### src/rtl/udp_panel_reader.sv
// Panel read-back engine: reads panel control memory entry by entry and
// streams the entries as a single UDP packet, one byte per beat.
module udp_panel_reader #(
  parameter logic [7:0] PORT_MSB   = 8'h66,
  parameter int         RD_LATENCY = 1
) (
  input  logic        clock,
  input  logic        reset_n,
  input  logic        req_valid,
  output logic        req_ready,
  input  logic [5:0]  req_panel,
  input  logic [15:0] req_addr,
  input  logic [7:0]  req_count,
  input  logic [31:0] req_ip,
  input  logic [15:0] req_port,
  output logic [5:0]  rd_en,
  output logic [15:0] rd_addr,
  input  logic [15:0] rd_data,
  output logic        udp_sink_valid,
  output logic        udp_sink_last,
  input  logic        udp_sink_ready,
  output logic [15:0] udp_sink_src_port,
  output logic [15:0] udp_sink_dst_port,
  output logic [31:0] udp_sink_ip_address,
  output logic [15:0] udp_sink_length,
  output logic [31:0] udp_sink_data,
  output logic        busy
);

  typedef enum logic [1:0] {
    IDLE,
    READ,
    WAIT,
    SEND
  } state_t;

  localparam logic [2:0] LAT_LAST = 3'(RD_LATENCY - 1);

  state_t      state_q, state_d;
  logic        rdy_q, rdy_d;
  logic [5:0]  panel_q, panel_d;
  logic [15:0] addr_q, addr_d;
  logic [7:0]  cnt_q, cnt_d;
  logic [31:0] ip_q, ip_d;
  logic [15:0] dport_q, dport_d;
  logic [15:0] sport_q, sport_d;
  logic [15:0] len_q, len_d;
  logic [31:0] word_q, word_d;
  logic [1:0]  beat_q, beat_d;
  logic [2:0]  lat_q, lat_d;

  always_ff @(posedge clock or negedge reset_n) begin
    if (!reset_n) begin
      state_q <= IDLE;
      rdy_q   <= 1'b0;
      panel_q <= '0;
      addr_q  <= '0;
      cnt_q   <= '0;
      ip_q    <= '0;
      dport_q <= '0;
      sport_q <= '0;
      len_q   <= '0;
      word_q  <= '0;
      beat_q  <= '0;
      lat_q   <= '0;
    end else begin
      state_q <= state_d;
      rdy_q   <= rdy_d;
      panel_q <= panel_d;
      addr_q  <= addr_d;
      cnt_q   <= cnt_d;
      ip_q    <= ip_d;
      dport_q <= dport_d;
      sport_q <= sport_d;
      len_q   <= len_d;
      word_q  <= word_d;
      beat_q  <= beat_d;
      lat_q   <= lat_d;
    end
  end

  always_comb begin
    state_d = state_q;
    panel_d = panel_q;
    addr_d  = addr_q;
    cnt_d   = cnt_q;
    ip_d    = ip_q;
    dport_d = dport_q;
    sport_d = sport_q;
    len_d   = len_q;
    word_d  = word_q;
    beat_d  = beat_q;
    lat_d   = lat_q;
    unique case (state_q)
      IDLE: begin
        if (req_valid && rdy_q) begin
          panel_d = req_panel;
          addr_d  = req_addr;
          cnt_d   = req_count;
          ip_d    = req_ip;
          dport_d = req_port;
          sport_d = {PORT_MSB, 2'b00, req_panel};
          len_d   = {6'b0, req_count, 2'b00};
          if (req_count != 8'd0) begin
            state_d = READ;
          end
        end
      end
      READ: begin
        lat_d   = 3'd0;
        state_d = WAIT;
      end
      WAIT: begin
        if (lat_q == LAT_LAST) begin
          word_d  = {addr_q, rd_data};
          beat_d  = 2'd0;
          state_d = SEND;
        end else begin
          lat_d = lat_q + 3'd1;
        end
      end
      SEND: begin
        if (udp_sink_ready) begin
          if (beat_q == 2'd3) begin
            if (cnt_q == 8'd1) begin
              cnt_d   = 8'd0;
              state_d = IDLE;
            end else begin
              addr_d  = addr_q + 16'd1;
              cnt_d   = cnt_q - 8'd1;
              state_d = READ;
            end
          end else begin
            beat_d = beat_q + 2'd1;
            word_d = {word_q[23:0], 8'h00};
          end
        end
      end
      default: state_d = IDLE;
    endcase
    // ready is registered so it stays low while reset is asserted
    rdy_d = (state_d == IDLE);
  end

  assign req_ready           = rdy_q;
  assign busy                = (state_q != IDLE);
  assign rd_en               = (state_q == READ) ? panel_q : 6'd0;
  assign rd_addr             = addr_q;
  assign udp_sink_valid      = (state_q == SEND);
  assign udp_sink_last       = (state_q == SEND) && (beat_q == 2'd3)
                               && (cnt_q == 8'd1);
  assign udp_sink_data       = {24'd0, word_q[31:24]};
  assign udp_sink_src_port   = sport_q;
  assign udp_sink_dst_port   = dport_q;
  assign udp_sink_ip_address = ip_q;
  assign udp_sink_length     = len_q;

endmodule
### config.mk
export PLATFORM = sky130hd
export DESIGN_NAME = udp_panel_reader
export DESIGN_NICKNAME = d
export VERILOG_FILES = /design/src/rtl/udp_panel_reader.sv
export SDC_FILE = /design/constraint.sdc
export NUM_CORES = 1
export LEC_CHECK = 0
export CORE_ASPECT_RATIO = 1.75
export CORE_MARGIN = 10
export CORE_UTILIZATION = 35
export CTS_CLUSTER_DIAMETER = 80
export DETAILED_ROUTE_END_ITERATION = 10
export PLACE_DENSITY = 0.66
export SKIP_LAST_GASP = 1
export SYNTH_ARGS = -nofsm -noshare
export SYNTH_HDL_FRONTEND = slang
export SYNTH_SLANG_ARGS = --single-unit
### constraint.sdc
create_clock -name clock -period 2.2 [get_ports clock]
set_input_delay 0.44 -clock clock [delete_from_list [all_inputs] [get_ports clock]]
set_output_delay 0.44 -clock clock [all_outputs]
set_load 0.01 [all_outputs]
==> impl_metrics.env <==
export IMPL_status="finished clean"
export IMPL_synth_async_reset_ratio=1.000
export IMPL_synth_area_leaders="dfrtp_1 51%, buf_4 5.9%, mux2_2 5.7%"
export IMPL_slew_violations=0
export IMPL_numPortBuffers=197
export IMPL_cts_tree="done"
export IMPL_grt_start_max_net_pins=49
export IMPL_critPathRequiredTime_ps=1760
export IMPL_synth_most_common_cell="dfrtp_1"
export IMPL_synth_top_area_share=0.5067
export IMPL_drc=0
export IMPL_avgSynthCellArea_sq_um=10.72
export IMPL_finalHoldViolCount=0
export IMPL_seq_area_sq_um=3181
export IMPL_fin_cells=1053
export IMPL_via_per_inst=4.858
export IMPL_ant_nets=0
export IMPL_ys_seq_elements=127
export IMPL_rsz0062_at_grt="true"
export IMPL_placedCellCount=1020
export IMPL_clk_insertion_delay_late_ps=410
export IMPL_min_period_over_period=0.9563
export IMPL_ios=236
export IMPL_die_y_microns=197.1
export IMPL_rows=64
export IMPL_crit_type="reg2out"
export IMPL_setup_violations=0
export IMPL_synth_distinct_cells=54
export IMPL_die_area_sq_um=23890
export IMPL_dr_pass1_iters=4
export IMPL_root_buffer="clkbuf_16"
export IMPL_drv_cap=0
export IMPL_setup_worst_path_end_class="output pin"
export IMPL_layout_min_cycle_time_ps=2104
export IMPL_antenna_found_initial=0
export IMPL_p_per_area_nw_per_um2=1530
export IMPL_grt_usage=0.1557
export IMPL_core_sq_um=17540
export IMPL_cts_sinks=127
export IMPL_hpwl_mm=14.88
export IMPL_hold_depth=2
export IMPL_die_x_microns=121.2
export IMPL_fmax_ghz=0.4753
export IMPL_synth_warnings=0
export IMPL_place_congestion=0.8148
export IMPL_tns_ps=0
export IMPL_post_place_ws_ps=42.90
export IMPL_ir_worst_vdd_mv=0.6996
export IMPL_clk_transition_reported_paths_ps=60
export IMPL_syn_area_sq_um=6272
export IMPL_synthTopCellsByCount="127 x dfrtp_1, 73 x nand2_1, 49 x buf_4"
export IMPL_nFillCells=1557
export IMPL_drtIter0Drc=196
export IMPL_cp_start_kind="flop"
export IMPL_vias=5115
export IMPL_setup_slack_ps=96.08
export IMPL_antenna_cells=0
export IMPL_start_util=0.3577
export IMPL_first_global_vias=5586
export IMPL_nNetsFinal=918
export IMPL_seq_area_frac_synth=0.5067
export IMPL_drive_gt1_frac=0.1582
export IMPL_synth_edff_count=0
export IMPL_fin_worst_skew_ps=7.264
export IMPL_yosysTopAreaCell="dfrtp_1"
export IMPL_totalWireLength_mm=18.78
export IMPL_routedWlPerCell_microns=17.83
export IMPL_clock_path_buffers=2
export IMPL_htreeDepth=4
export IMPL_hold_path_class="reg2reg"
export IMPL_dominantRegCellSynth="dfrtp_1"
export IMPL_cp_data_arrival_time_ps=1660
export IMPL_numCtsBuffers=17
export IMPL_multi_input_area_sq_um=2754
export IMPL_synth_cells=585
export IMPL_whs_ps=469.7
export IMPL_syn2layout_area_growth_pct=47.76
export IMPL_reg2reg_depth=8
export IMPL_cp_max_fo=2
export IMPL_grt_pass1_wl_mm=29.48
export IMPL_p_leak_nw=4.047
export IMPL_grt_overflow=0
==> state kept, by name, indices dropped and copies added, names as in the netlist <==
register,count
udp_sink_ip_address,32
word_q,32
rd_addr,16
udp_sink_dst_port,16
cnt_q,8
udp_sink_length,8
panel_q,5
lat_q,3
beat_q,2
state_q,2
udp_sink_src_port,2
req_ready,1
==> repair_timing <==
item                       CTS  global route
setup buffers                0             0
hold buffers                 1             0
gates cloned                 0             0
gates resized for setup     13             9
setup endpoints to repair    9             3
hold endpoints to repair    45             0
pin swaps                    0             1
==> where the power goes <==
part           switching, W  total [W]  internal (W)
Combinational       0.00331    0.00703       0.00373
Clock               0.00105    0.00278       0.00173
Sequential         0.000872    0.00437       0.00350
==> per-layer routing <==
layer / part of all wire / wire length, microns / global-route usage
met1: 0.34 / 6437 / 0.1463
met2: 0.55 / 10260 / 0.2922
met3: 0.092 / 1729 / 0.06325
met4: 0.018 / 346 / 0.05543
met5: 0 / 0 / 0
==> final timing paths <==
path                            startpoint            end  slack [ps]
worst max-delay path              cnt_q[1]  udp_sink_last         100
worst min-delay path             word_q[7]      word_q[7]         470
worst max register to register  state_q[0]     rd_addr[9]         210
worst min register to register   word_q[7]      word_q[7]         470
max in group asynchronous          reset_n      word_q[3]         950
min in group asynchronous          reset_n     rd_addr[0]         540
==> cell type report <==
class                   count  area share
inverters                  17    0.006885
multi-input cells         402      0.2972
clock inverters            13     0.01499
repair buffers            244      0.2577
flip-flops and latches    127      0.3432
well taps                 231     0.03119
clock buffers              19     0.04887
==> kinds of logic after synthesis <==
group                      count (synthesis)  synth area share
xor gates and xnor gates                   1          0.001397
AOI/OAI and AO/OA                         98           0.09655
adders and majority gates                 11           0.02194
DFF                                      127            0.5067
muxes                                     88            0.1524
buffers and inverters                     93           0.08617
other                                      1         0.0005979
and+or+nand+nor                          166            0.1343
==> critical path, cell delays in order (launching register included) <==
cell and delay (ps):
dfrtp_1 380, inv_1 80, ha_1 170, nor4b_4 240
nand3_2 150, nor2_4 110, buf_2 140
==> cells in the final DEF (no fill, tap or decap), drive strengths merged, types with 8 or more instances in the layout <==
cell           Yosys  layout
nand3b             8       8
nor3              16      16
buf               59      48
mux2              60      60
mux2i             28      28
nor2              17      17
dfrtp            127     127
o21ai             43      43
inv               17      18
nand2             74      74
conb               1      38
clkbuf            17      20
ha                11      11
clkdlybuf4s50      0     187
nand3             12      12
o22ai              9       9
a21oi             16      16
==> metrics by stage <==
| stage | util | total power (W) | instance area [sq um] |
|---|---|---|---|
| after floorplan | - | 0.007930 | 6411 |
| after global placement | 0.4934 | 0.01131 | 8653 |
| after detailed placement | 0.4934 | 0.01151 | 8653 |
| after CTS | 0.5280 | 0.01438 | 9260 |
| after global routing | 0.5285 | 0.01516 | 9268 |
| final | 0.5285 | 0.01418 | 9268 |
Power figures use the tool's default switching activity.
